<file path="src/rtl/jk_excitation_driver_if.sv">
// Handshake, excitation and status bundle between control logic, this driver and the JK bank.
// The slave modport is the driver's view; master is the controller/bank side.
interface jk_excitation_driver_if #(
  parameter int WIDTH = 8
);
  logic             in_valid;
  logic             in_ready;
  logic [WIDTH-1:0] in_data;
  logic [WIDTH-1:0] q_fb;
  logic [WIDTH-1:0] j_out;
  logic [WIDTH-1:0] k_out;
  logic             done;
  logic             err;
  logic             err_clr;
  logic             busy;

  modport slave (
    input  in_valid, in_data, q_fb, err_clr,
    output in_ready, j_out, k_out, done, err, busy
  );

  modport master (
    output in_valid, in_data, q_fb, err_clr,
    input  in_ready, j_out, k_out, done, err, busy
  );
endinterface

</file>
<file path="src/rtl/jk_excitation_driver.sv">
// Write-side driver for a JK flip-flop bank: pulses one cycle of J/K excitation toward a
// target word, verifies the fed-back Q and retries up to MAX_RETRY times before flagging err.
module jk_excitation_driver #(
  parameter int WIDTH      = 8,
  parameter bit TOGGLE_EXC = 1'b0,
  parameter int MAX_RETRY  = 3
) (
  input logic                   clk,
  input logic                   rst,
  jk_excitation_driver_if.slave bus
);
  localparam int CW = (MAX_RETRY > 0) ? $clog2(MAX_RETRY + 1) : 1;
  localparam logic [CW-1:0] RETRY_LIM = CW'(MAX_RETRY);

  localparam logic [1:0] S_IDLE  = 2'd0;
  localparam logic [1:0] S_DRIVE = 2'd1;
  localparam logic [1:0] S_CHECK = 2'd2;
  localparam logic [1:0] S_ERR   = 2'd3;

  logic [1:0]       state;
  logic [WIDTH-1:0] target;
  logic [CW-1:0]    retry_cnt;
  logic [WIDTH-1:0] j_q, k_q;
  logic             done_q, err_q, ready_q, busy_q;

  logic [WIDTH-1:0] exc_tgt, exc_diff, j_calc, k_calc;

  // In IDLE the excitation is computed from the word being accepted; on retry from the latched target.
  // NOTE: every signal assigned in always_comb gets a value on every path, otherwise a latch is inferred.
  always_comb begin
    exc_tgt  = (state == S_IDLE) ? bus.in_data : target;
    exc_diff = exc_tgt ^ bus.q_fb;
    if (TOGGLE_EXC) begin
      j_calc = exc_diff;
      k_calc = exc_diff;
    end else begin
      j_calc = exc_diff & exc_tgt;
      k_calc = exc_diff & ~exc_tgt;
    end
  end

  // NOTE: state registers use non-blocking assignments so every flop samples pre-edge values.
  always_ff @(posedge clk or negedge rst) begin
    if (!rst) begin
      state     <= S_IDLE;
      target    <= '0;
      retry_cnt <= '0;
      j_q       <= '0;
      k_q       <= '0;
      done_q    <= 1'b0;
      err_q     <= 1'b0;
      ready_q   <= 1'b1;
      busy_q    <= 1'b0;
    end else begin
      // Excitation and done are single-cycle pulses unless a branch re-arms them.
      j_q    <= '0;
      k_q    <= '0;
      done_q <= 1'b0;
      case (state)
        S_IDLE: begin
          if (bus.in_valid) begin
            target    <= bus.in_data;
            j_q       <= j_calc;
            k_q       <= k_calc;
            retry_cnt <= '0;
            state     <= S_DRIVE;
            ready_q   <= 1'b0;
            busy_q    <= 1'b1;
          end
        end
        S_DRIVE: begin
          state <= S_CHECK;
        end
        S_CHECK: begin
          if (bus.q_fb == target) begin
            done_q  <= 1'b1;
            state   <= S_IDLE;
            ready_q <= 1'b1;
            busy_q  <= 1'b0;
          end else if (retry_cnt < RETRY_LIM) begin
            retry_cnt <= retry_cnt + CW'(1);
            j_q       <= j_calc;
            k_q       <= k_calc;
            state     <= S_DRIVE;
          end else begin
            err_q  <= 1'b1;
            state  <= S_ERR;
            busy_q <= 1'b0;
          end
        end
        S_ERR: begin
          if (bus.err_clr) begin
            err_q   <= 1'b0;
            state   <= S_IDLE;
            ready_q <= 1'b1;
          end
        end
        default: begin
          state   <= S_IDLE;
          ready_q <= 1'b1;
          busy_q  <= 1'b0;
        end
      endcase
    end
  end

  assign bus.j_out    = j_q;
  assign bus.k_out    = k_q;
  assign bus.done     = done_q;
  assign bus.err      = err_q;
  assign bus.in_ready = ready_q;
  assign bus.busy     = busy_q;
endmodule

</file>
<file path="src/flat_wrapper.sv">
// flat-port wrapper written by rule: the top's interface ports become plain ports
module jk_excitation_driver_flat 
#(
  parameter int WIDTH      = 8,
  parameter bit TOGGLE_EXC = 1'b0,
  parameter int MAX_RETRY  = 3
)
  (clk, rst, bus_in_valid, bus_in_data, bus_q_fb, bus_err_clr, bus_in_ready, bus_j_out, bus_k_out, bus_done, bus_err, bus_busy);
  jk_excitation_driver_if #(.WIDTH(WIDTH)) bus_i ();
  input logic clk;
  input logic rst;
  input wire logic [$bits(bus_i.in_valid)-1:0] bus_in_valid;
  input wire logic [$bits(bus_i.in_data)-1:0] bus_in_data;
  input wire logic [$bits(bus_i.q_fb)-1:0] bus_q_fb;
  input wire logic [$bits(bus_i.err_clr)-1:0] bus_err_clr;
  output wire logic [$bits(bus_i.in_ready)-1:0] bus_in_ready;
  output wire logic [$bits(bus_i.j_out)-1:0] bus_j_out;
  output wire logic [$bits(bus_i.k_out)-1:0] bus_k_out;
  output wire logic [$bits(bus_i.done)-1:0] bus_done;
  output wire logic [$bits(bus_i.err)-1:0] bus_err;
  output wire logic [$bits(bus_i.busy)-1:0] bus_busy;
  assign bus_i.in_valid = bus_in_valid;
  assign bus_i.in_data = bus_in_data;
  assign bus_i.q_fb = bus_q_fb;
  assign bus_i.err_clr = bus_err_clr;
  assign bus_in_ready = bus_i.in_ready;
  assign bus_j_out = bus_i.j_out;
  assign bus_k_out = bus_i.k_out;
  assign bus_done = bus_i.done;
  assign bus_err = bus_i.err;
  assign bus_busy = bus_i.busy;
  jk_excitation_driver #(.WIDTH(WIDTH), .TOGGLE_EXC(TOGGLE_EXC), .MAX_RETRY(MAX_RETRY)) u_core (.clk(clk), .rst(rst), .bus(bus_i));
endmodule
</file>
<file path="config.mk">
export PLATFORM = sky130hd
export DESIGN_NAME = jk_excitation_driver_flat
export DESIGN_NICKNAME = d
export VERILOG_FILES = /design/src/rtl/jk_excitation_driver_if.sv /design/src/rtl/jk_excitation_driver.sv /design/src/flat_wrapper.sv
export SDC_FILE = /design/constraint.sdc
export NUM_CORES = 1
export LEC_CHECK = 0
export ABC_AREA = 1
export BUFFER_PORTS_ARGS = -buffer_cell sky130_fd_sc_hd__buf_2
export CORE_ASPECT_RATIO = 1.5
export CORE_MARGIN = 2
export CORE_UTILIZATION = 25
export DETAILED_ROUTE_END_ITERATION = 8
export PLACE_DENSITY = 0.45
export SYNTH_ARGS = -nofsm -noshare
export SYNTH_HDL_FRONTEND = slang
export SYNTH_SLANG_ARGS = --single-unit
</file>
<file path="constraint.sdc">
create_clock -name clk -period 1.57 [get_ports clk]
set_input_delay 0.157 -clock clk [delete_from_list [all_inputs] [get_ports clk]]
set_output_delay 0.157 -clock clk [all_outputs]
set_load 0.01 [all_outputs]
</file>
==> metrics.yaml <==
critical_path:
  cp.arrival_ns: 1.62
  crit_type: "flip-flop to flip-flop"
  cp_max_fo: 13
  startpoint_type: "flip-flop"
  r2r_slack_ns: 0.12
  worst_ep_required_time_ns: 1.74
  end_kind: "flip-flop"
logic_synthesis:
  synth_top_area_share_pct: 47.5
  postSynthAreaPerCell_sq_um: 8.77
  netlist_area_sq_um: 1630
  ys_ff_latch: 32
  yosys_warnings: 0
  synthesis.instances: 186
  ys_types: 30
  ys_seq_area_share_pct: 49.2
  yosys.area.top_type: "dfrtp_1"
  syn_nets: 207
  synth_area_leaders: "dfrtp_1 (48%), nand2_1 (9.9%), a21oi_2 (5.4%)"
timing:
  post-route-min-period_ns: 1.45
  relSlewSlack_pct: 72.6
  rsz0062_at_grt: "no"
  fin_setup_tns_ns: 0
  finalClockSkew_ns: 0.00581
  setup_viol: 0
  clock.fmax_ghz: 0.689
  slew_violations: 0
  worstMarginPinSlew_ns: 0.412
  hold_viol: 0
  finalCritPeriodShare_pct: 92.4
detailed_routing:
  drc: 0
  first_iter_violations: 25
  wl_per_cell_um: 12.7
  dr.pass1.iters: 4
  vias: 1328
  totalWireLength_um: 3920
  avgViaCountPerCell: 4.31
  ant_nets: 0
floorplanning:
  fp-row-count: 36
  start_util_pct: 25.5
  core_area_sq_um: 6400
  die_area_sq_um: 7200
  ios: 40
  die_w_um: 70.0
  die_y_um: 103
grt:
  grt_max_degree: 33
  grt_first_pass_wirelength_um: 6510
  grt_overflow: 0
  grt_pass1_vias: 1351
  grt_antenna_before_repair: 0
  grt_use_total_pct: 11.9
cts:
  cts-htree-levels: 2
  cts_num_sinks: 32
  clockBufferDepth: 2
  clk_pin_slew_ns: 0.07
  clock_latency_ns: 0.28
  root_buffer: "clkbuf_8"
  tritoncts: "built"
  cts_inserted_buffers: 5
status:
  outcome: "finished, final reports clean"
placed_design:
  dpl_cell_area_sq_um: 1920
  dp_cells: 300
  portBuffers: 39
  dp_hpwl_um: 2800
  gp_congestion: 0.720
power:
  swShare_pct: 41.9
  ir_drop_v: 0.000590
  p_int_mw: 2.13
  p_sw_mw: 1.53
  p_leak_nw: 1.05
  seq_power_share_pct: 34.2
  p_comb_share_pct: 46.7
  power_density_nw_per_um2: 1800
  clkPwrFrac_pct: 19.1
cells_and_area:
  final_cell_area_sq_um: 2040
  nets: 253
  final_cells: 308
  diodes: 0
  layout-drive-gt1-share_pct: 34.1
  syn2layout_area_growth_pct: 24.8
worst_hold_path:
  hold_path_class: "primary input to flip-flop"
run:
  drv_cap: 0
==> final cells by class <==
| cell class | count | area (sq um) |
|---|---|---|
| well taps | 76 | 95.1 |
| clock buffers | 7 | 96.3 |
| inverters | 22 | 90.1 |
| fillers | 693 | 4360 |
| flip-flops and latches | 32 | 802 |
| repair buffers | 46 | 263 |
| multi-input cells | 125 | 691 |
==> stage by stage <==
step           hold slack [ns]  worst slack, ns  power, mW  utilization [%]
3_5_place_dp             0.215           0.0457       2.98             30.0
6_report                 0.131            0.119       3.66             31.8
4_1_cts                  0.126           0.0433       3.70             31.7
5_1_grt                  0.129          0.00526       3.99             31.8
3_3_place_gp             0.213           0.0669       2.96             30.0
2_1_floorplan           -0.139            0.332       2.55                -
==> sequential cells by signal (all words and copies together), names as in the netlist <==
| name | flops |
|---|---|
| u_core.bus.busy | 1 |
| u_core.bus.err | 1 |
| u_core.bus.done | 1 |
| u_core.state | 2 |
| u_core.bus.j_out | 8 |
| u_core.retry_cnt | 2 |
| u_core.bus.in_ready | 1 |
| u_core.bus.k_out | 8 |
| u_core.target | 8 |
==> power by group through the flow <==
stage	clock (mW)	sequential, mW	combinational [mW]
6_report	0.700	1.25	1.71
5_1_grt	0.757	1.28	1.95
4_1_cts	0.720	1.25	1.72
3_5_place_dp	0	1.27	1.71
3_3_place_gp	0	1.26	1.70
2_1_floorplan	0	1.29	1.25
==> cells in the mapped netlist, drive strengths merged <==
master and instances:
a21boi 3, a21oi 19, buf 6, clkbuf 1, dfrtp 31, dfstp 1, ha 1, inv 22
nand2 48, nand3 12, nand3b 3, nand4 2, nor2 19, nor3 4, o21ai 11, xnor2 3
==> layout by cell type, fill, tap and decap left out, drive strengths merged <==
cell type,synthesis,layout
dlygate4sd3,0,1
xnor2,3,3
inv,22,22
ha,1,1
a21oi,19,19
nand3,12,12
dfstp,1,1
dfrtp,31,31
nor2,19,19
a21boi,3,3
nor3,4,4
clkbuf,1,7
nand4,2,2
buf,6,45
nand2,48,48
nand3b,3,3
o21ai,11,11
==> worst max-delay path: stages, from the launching register on <==
cell and delay, ns:
dfrtp_1 0.48, inv_6 0.11, nand2_8 0.06, inv_4 0.14
nand2_2 0.18, buf_4 0.22, nor2_1 0.09, a21oi_1 0.05
==> cells by family (layout without fill, tap and decap cells) <==
group / after synthesis / after routing / share of synthesized area (%)
xor+xnor: 3 / 3 / 1.61
simple gates: 88 / 88 / 25.6
fa+ha+maj: 1 / 1 / 0.767
compound gates: 33 / 33 / 13.8
flops: 32 / 32 / 49.2
buf+inv: 29 / 75 / 9.05
==> repair_timing <==
| action | 4_1_cts | 5_1_grt |
|---|---|---|
| buffers inserted | 0 | 0 |
| resized for setup | 0 | 1 |
| setup endpoints to repair | 0 | 6 |
| hold endpoints to repair | 31 | 0 |
| hold buffers | 1 | 0 |
==> path summary, 6_finish.rpt <==
kind | from | endpoint | depth (start not counted)
worst max-delay path | u_core.state[0]$_DFFE_PN0P_ | u_core.target[5]$_DFFE_PN0P_ | 7
worst min register to register | u_core.bus.in_ready$_DFFE_PN1P_ | u_core.bus.in_ready$_DFFE_PN1P_ | 2
worst min-delay path | bus_q_fb[0] | u_core.bus.k_out[0]$_DFF_PN0_ | 3
max in group asynchronous | rst | u_core.bus.in_ready$_DFFE_PN1P_ | 3
min in group asynchronous | rst | u_core.target[0]$_DFFE_PN0P_ | 3
worst max register to register | u_core.state[0]$_DFFE_PN0P_ | u_core.target[5]$_DFFE_PN0P_ | 7
==> routing by layer <==
layer  GRT usage (%)  wire length, um  part of all wire (%)  vias to the layer above
met5               0                0                     0                        -
met4            8.88              169                   4.3                        0
li1                -                -                     -                      681
met3            2.93              148                   3.8                       12
met2            19.5             1920                    49                       31
met1            13.6             1680                    43                      604
Power figures use the tool's default switching activity.
